**config.mk**
```make
export PLATFORM = sky130hd
export DESIGN_NAME = uart_rx
export DESIGN_NICKNAME = d
export VERILOG_FILES = /design/src/rtl/uart_rx.sv
export SDC_FILE = /design/constraint.sdc
export NUM_CORES = 1
export LEC_CHECK = 0
export BUFFER_PORTS_ARGS = -buffer_cell sky130_fd_sc_hd__buf_4
export CORE_ASPECT_RATIO = 2
export CORE_MARGIN = 1
export CORE_UTILIZATION = 35
export CTS_BUF_LIST = sky130_fd_sc_hd__clkbuf_4 sky130_fd_sc_hd__clkbuf_8
export DETAILED_ROUTE_END_ITERATION = 8
export SLEW_MARGIN = 20
export SYNTH_ARGS = -nofsm -noshare
export SYNTH_HDL_FRONTEND = slang
export SYNTH_SLANG_ARGS = --single-unit
```
**constraint.sdc**
```tcl
create_clock -name clk -period 3.3 [get_ports clk]
set_clock_uncertainty 0.15 [all_clocks]
set_input_delay 0.66 -clock clk [delete_from_list [all_inputs] [get_ports clk]]
set_output_delay 0.66 -clock clk [all_outputs]
set_load 0.02 [all_outputs]
```
**src/rtl/uart_rx.sv**
```systemverilog
// uart_rx: 8E1 UART receiver with bit-centre sampling, one-cycle valid strobe and per-frame error flags
// Ports:
//   clk        system clock, rising edge
//   reset      asynchronous, active-high
//   rx         serial line, idle high, asynchronous to clk
//   data       last received byte, held until the next completed frame
//   valid      one-cycle strobe when data/parity_err/frame_err are updated
//   parity_err last frame failed even parity
//   frame_err  last frame's stop bit sampled low
//   busy       receiver is anywhere but IDLE
module uart_rx #(
    parameter int CLK_FREQ = 50_000_000,
    parameter int BAUD     = 115200
) (
    input  logic       clk,
    input  logic       reset,
    input  logic       rx,
    output logic [7:0] data,
    output logic       valid,
    output logic       parity_err,
    output logic       frame_err,
    output logic       busy
);
    localparam int DIVIDER = CLK_FREQ / BAUD;
    localparam int HALF    = DIVIDER / 2;
    localparam int CW      = $clog2(DIVIDER);
    localparam logic [CW-1:0] HALF_M1 = CW'(HALF - 1);
    localparam logic [CW-1:0] DIV_M1  = CW'(DIVIDER - 1);

    typedef enum logic [2:0] {IDLE, START, DATA, PARITY, STOP, DONE, WAIT_IDLE} state_t;

    state_t        state;
    logic          rx_m, rx_s, rx_s_d;
    logic [CW-1:0] cnt;
    logic [2:0]    idx;
    logic [7:0]    sh;
    logic          par_bit, stop_bit;
    logic          bit_end;

    assign bit_end = cnt == DIV_M1;
    assign busy    = state != IDLE;

    always_ff @(posedge clk or posedge reset) begin
        if (reset) begin
            rx_m       <= 1'b1;
            rx_s       <= 1'b1;
            rx_s_d     <= 1'b1;
            state      <= IDLE;
            cnt        <= '0;
            idx        <= '0;
            sh         <= '0;
            par_bit    <= 1'b0;
            stop_bit   <= 1'b0;
            data       <= '0;
            valid      <= 1'b0;
            parity_err <= 1'b0;
            frame_err  <= 1'b0;
        end else begin
            rx_m   <= rx;
            rx_s   <= rx_m;
            rx_s_d <= rx_s;
            valid  <= 1'b0;
            cnt    <= cnt + 1'b1;
            case (state)
                IDLE: begin
                    cnt <= '0;
                    if (rx_s_d && !rx_s) state <= START;
                end
                // a start bit that is high again at its centre was a glitch
                START: if (cnt == HALF_M1) begin
                    cnt   <= '0;
                    idx   <= '0;
                    state <= rx_s ? IDLE : DATA;
                end
                DATA: if (bit_end) begin
                    cnt     <= '0;
                    sh[idx] <= rx_s;
                    idx     <= idx + 1'b1;
                    if (idx == 3'd7) state <= PARITY;
                end
                PARITY: if (bit_end) begin
                    cnt     <= '0;
                    par_bit <= rx_s;
                    state   <= STOP;
                end
                STOP: if (bit_end) begin
                    cnt      <= '0;
                    stop_bit <= rx_s;
                    state    <= DONE;
                end
                DONE: begin
                    cnt        <= '0;
                    data       <= sh;
                    parity_err <= (^sh) ^ par_bit;
                    frame_err  <= ~stop_bit;
                    valid      <= 1'b1;
                    state      <= stop_bit ? IDLE : WAIT_IDLE;
                end
                // a low stop bit may be a break; wait for the line to recover so it reports once
                WAIT_IDLE: begin
                    cnt <= '0;
                    if (rx_s) state <= IDLE;
                end
                default: state <= IDLE;
            endcase
        end
    end
endmodule

```
==> flow_summary.html <==
<table>
<tr><th>Metric</th><th>Value</th></tr>
<tr><th colspan="2">Cells and area</th></tr>
<tr><td>Sequential cell area</td><td>about 980 sq um</td></tr>
<tr><td>Post-layout net count</td><td>184</td></tr>
<tr><td>Area grow syn2layout</td><td>14.3%</td></tr>
<tr><td>Final core utilization</td><td>41.5%</td></tr>
<tr><td>Ant diodes</td><td>0</td></tr>
<tr><td>Share of cells above drive strength 1</td><td>between 20% and 30%</td></tr>
<tr><td>Cell area after layout</td><td>around 2200 sq um</td></tr>
<tr><td>Fillcell total</td><td>511</td></tr>
<tr><td>Total area of multi-input combinational cells</td><td>908 sq um</td></tr>
<tr><th colspan="2">Logic synthesis</th></tr>
<tr><td>Number of enable flip-flop cells after synthesis</td><td>0</td></tr>
<tr><td>Leading area contributor after synthesis</td><td>sky130_fd_sc_hd__dfrtp_1</td></tr>
<tr><td>Post-synthesis instance total</td><td>roughly 160</td></tr>
<tr><td>Number of library cell types mapped by synthesis</td><td>43</td></tr>
<tr><td>Post-synthesis sequential element count</td><td>39</td></tr>
<tr><td>Combined area of all synthesized cells</td><td>slightly below 2000 sq um</td></tr>
<tr><td>Mapped Avg Cell Area</td><td>approximately 12 sq um</td></tr>
<tr><td>Share of the synthesized area in the top cell type</td><td>between 40 and 50%</td></tr>
<tr><td>Proportion of synthesized chip area in sequential cells</td><td>50.3%</td></tr>
<tr><td>Share of synthesized registers carrying an async set or reset</td><td>between 90% and 100%</td></tr>
<tr><td>Number of nets produced by synthesis</td><td>roughly 170</td></tr>
<tr><td>Synth Warn #</td><td>0</td></tr>
<tr><td>Leading post-synthesis cells by cell area</td><td>sky130_fd_sc_hd__dfrtp_1 46%, sky130_fd_sc_hd__mux2_2 7.5%, sky130_fd_sc_hd__xnor2_1 4.5%, sky130_fd_sc_hd__dfstp_2 4.0%, sky130_fd_sc_hd__mux2_1 4.0%</td></tr>
<tr><td>Predominant post-synthesis flop cell</td><td>sky130_fd_sc_hd__dfrtp_1</td></tr>
<tr><th colspan="2">Critical path</th></tr>
<tr><td>Critical path data required time</td><td>about 2.5 ns</td></tr>
<tr><td>Critical path's largest stage delay</td><td>between 0.5 and 0.6 ns</td></tr>
<tr><td>Kind of cell adding the most delay to the critical path</td><td>flip-flops</td></tr>
<tr><td>Cell with the largest stage delay on the worst path</td><td>sky130_fd_sc_hd__dfrtp_1</td></tr>
<tr><td>Kind of capture point of the worst setup path</td><td>output pin</td></tr>
<tr><td>Ordered list of cells on the worst path</td><td>inv_1, nand3_1, buf_4</td></tr>
<tr><td>Highest net fanout along the worst path</td><td>13</td></tr>
<tr><td>CP Launch Type</td><td>flop</td></tr>
<tr><td>Arrival @ worst endpoint</td><td>roughly 1.3 ns</td></tr>
<tr><td>Critical Setup Path Class</td><td>reg2out</td></tr>
<tr><td>Count of buffering cells on the critical path with inverters included</td><td>2</td></tr>
<tr><th colspan="2">STA</th></tr>
<tr><td>Max-slew violations</td><td>0</td></tr>
<tr><td>Fmax achieved</td><td>around 480 MHz</td></tr>
<tr><td>Worst hold margin</td><td>roughly 0.21 ns</td></tr>
<tr><td>Setup repair after global routing missed its margin</td><td>no</td></tr>
<tr><td>Post-layout minimum cycle time</td><td>2.09 ns</td></tr>
<tr><td>Normalized max-slew margin</td><td>a little under three fifths</td></tr>
<tr><td>Actual slew at the worst max-slew pin</td><td>0.644 ns</td></tr>
<tr><td>Number of failing hold endpoints at the final stage</td><td>0</td></tr>
<tr><td>Setup tns final</td><td>0 ns</td></tr>
<tr><td>Total setup violations reported at the end of the flow</td><td>0</td></tr>
<tr><td>Post-route fraction of the period consumed by the critical path</td><td>between 60% and 70%</td></tr>
<tr><th colspan="2">Clock tree</th></tr>
<tr><td>Deepest level of the CTS H-tree</td><td>2</td></tr>
<tr><td>CTS resizes</td><td>0</td></tr>
<tr><td>Clock slew seen by the registers of the worst setup and hold paths</td><td>about 0.070 ns</td></tr>
<tr><td>Clock Tree Buf Depth</td><td>2</td></tr>
<tr><td>Number of post-CTS setup repair buffers</td><td>0</td></tr>
<tr><td>Total clock buffers created by CTS</td><td>5</td></tr>
<tr><td>Cts-stage hold buffer count</td><td>0</td></tr>
<tr><td>CTS Root Buffer Type</td><td>sky130_fd_sc_hd__clkbuf_8</td></tr>
<tr><td>Clock tree from TritonCTS</td><td>yes</td></tr>
<tr><td>CTS sink count</td><td>39</td></tr>
<tr><td>Clk Latency, worst-skew pair</td><td>slightly below 0.3 ns</td></tr>
<tr><th colspan="2">GRT</th></tr>
<tr><td>Antenna violations before repair</td><td>0</td></tr>
<tr><td>Total grt overflow</td><td>0</td></tr>
<tr><td>Number of global-route vias before repair</td><td>1290</td></tr>
<tr><td>Global routing usage summed across all routing layers</td><td>14.4%</td></tr>
<tr><td>Largest net degree at the start of global routing</td><td>27</td></tr>
<tr><td>Wire length of the first global-routing pass</td><td>just over 6 mm</td></tr>
<tr><th colspan="2">Floorplanning</th></tr>
<tr><td>Vertical die dimension</td><td>108 um</td></tr>
<tr><td>Die width</td><td>between 50 and 60 um</td></tr>
<tr><td>Die Outline Area</td><td>~6000 sq um</td></tr>
<tr><td>Initial Util</td><td>36.3%</td></tr>
<tr><td>Rows</td><td>38</td></tr>
<tr><td>Core Box Area</td><td>5370 sq um</td></tr>
<tr><td>I/O pin count</td><td>15</td></tr>
<tr><th colspan="2">Pwr</th></tr>
<tr><td>IR drop worst, VDD</td><td>0.357 mV</td></tr>
<tr><td>Post-route total power</td><td>roughly 0.0014 W</td></tr>
<tr><td>Total power divided by cell area</td><td>approximately 600 nW/um^2</td></tr>
<tr><td>Leakage</td><td>1.08 nW</td></tr>
<tr><th colspan="2">Routing</th></tr>
<tr><td>Avg WL per Cell</td><td>~15 um</td></tr>
<tr><td>Number of vias per cell after detailed routing</td><td>5.26</td></tr>
<tr><td>Total number of vias</td><td>~1200</td></tr>
<tr><td>Iteration-0 DRC count of the detailed router</td><td>9</td></tr>
<tr><td>Number of search-and-repair iterations in the first detailed-routing pass</td><td>4</td></tr>
<tr><td>Drc violations</td><td>0</td></tr>
<tr><td>ANT nets after route</td><td>0</td></tr>
<tr><td>Routed wire length</td><td>approximately 3.6 mm</td></tr>
<tr><th colspan="2">Placed design</th></tr>
<tr><td>Area post-placement</td><td>~2100 sq um</td></tr>
<tr><td>Number of I/O port buffers</td><td>14</td></tr>
<tr><td>Detailed-placement wirelength estimate</td><td>around 2.7 mm</td></tr>
<tr><td>Placer congestion estimate</td><td>around 0.8</td></tr>
<tr><th colspan="2">Run status</th></tr>
<tr><td>Outcome</td><td>complete, no violations</td></tr>
<tr><th colspan="2">Run</th></tr>
<tr><td>Number of max-cap violations</td><td>0</td></tr>
<tr><th colspan="2">Hold path</th></tr>
<tr><td>Type of the most critical hold path</td><td>reg2reg</td></tr>
</table>
-- final cells by class --
| type | count | area share (%) |
|---|---|---|
| flip-flops and latches | 39 | 44.0 |
| well taps | 60 | 3.37 |
| multi-input cells | 106 | 40.8 |
| repair buffers | 15 | 5.06 |
| clock inverters | 2 | 1.57 |
| inverters | 9 | 1.52 |
| clock buffers | 6 | 3.71 |
-- per-layer routing --
| layer | GRT usage (%) | wire length [um] |
|---|---|---|
| met4 | 5.68 | 72 |
| met3 | 2.97 | 80 |
| met2 | 25.8 | 2030 |
| met1 | 15.0 | 1380 |
| met5 | 0 | 0 |
-- worst paths after layout --
kind | cells past startpoint | slack, ns | end | start
setup / recovery | 3 | 1.21 | busy | state[1]
hold / removal | 0 | 0.21 | rx_s | rx_m
setup reg to reg | 4 | 1.21 | sh[5] | state[1]
hold reg to reg | 0 | 0.21 | rx_s | rx_m
max in group asynchronous | 3 | 2.02 | cnt[3] | reset
min in group asynchronous | 2 | 0.25 | data[7] | reset
-- sequential cells by signal, summed over array words and instances (netlist names), 3 cells and up --
| name | count |
|---|---|
| cnt | 9 |
| data | 8 |
| sh | 8 |
| idx | 3 |
| state | 3 |
-- placed cells by master, fill, tap and decap left out, types with 2 or more instances in the layout --
cell,count
sky130_fd_sc_hd__xnor2_1,10
sky130_fd_sc_hd__inv_1,9
sky130_fd_sc_hd__mux2_2,13
sky130_fd_sc_hd__or3b_1,2
sky130_fd_sc_hd__nor3_1,3
sky130_fd_sc_hd__dfstp_2,3
sky130_fd_sc_hd__o21ai_0,4
sky130_fd_sc_hd__buf_4,15
sky130_fd_sc_hd__a22o_1,2
sky130_fd_sc_hd__xor2_1,3
sky130_fd_sc_hd__nand3b_1,2
sky130_fd_sc_hd__nand4_1,2
sky130_fd_sc_hd__nor2_1,13
sky130_fd_sc_hd__mux2_1,7
sky130_fd_sc_hd__nand3_1,7
sky130_fd_sc_hd__ha_1,5
sky130_fd_sc_hd__dfrtp_1,36
sky130_fd_sc_hd__nand2_1,6
sky130_fd_sc_hd__clkbuf_8,6
sky130_fd_sc_hd__nor2b_1,3
sky130_fd_sc_hd__nand4b_1,2
sky130_fd_sc_hd__a21oi_1,2
-- synthesized netlist by cell type (all sizes together), types with 3 or more instances --
master	n
nand3	7
dfrtp	36
mux2	20
nand4b	3
nand2	6
or3b	3
nor2b	3
ha	5
dfstp	3
o21ai	4
nor3	4
buf	4
xnor2	10
nor2	13
xor2	3
inv	9
-- per-stage QoR --
stage               cells  worst slack, ns
floorplan             159             1.48
global placement      229             1.27
detailed placement    229             1.22
CTS                   237             1.20
global route          237             1.08
finish                237             1.21
-- where the power goes --
group / leakage [nW] / internal, W / switching, W / total, W
Clock: 0.0612 / 0.000245 / 0.000166 / 0.000410
Combinational: 0.494 / 0.000152 / 0.000202 / 0.000354
Sequential: 0.525 / 0.000525 / 0.0000866 / 0.000612
Total: 1.08 / 0.000922 / 0.000454 / 0.00138
-- logic make-up (layout without fill, tap and decap cells) --
family / count (synthesis) / count (layout) / share of synthesized area (%)
compound gates: 17 / 17 / 7.19
xor+xnor: 14 / 14 / 7.00
fa+ha+maj: 5 / 5 / 3.21
buf+inv: 14 / 32 / 3.08
flops: 39 / 39 / 50.3
mux: 21 / 21 / 12.1
simple gates: 49 / 49 / 17.1
No activity file was read; power rests on OpenSTA's default activity.
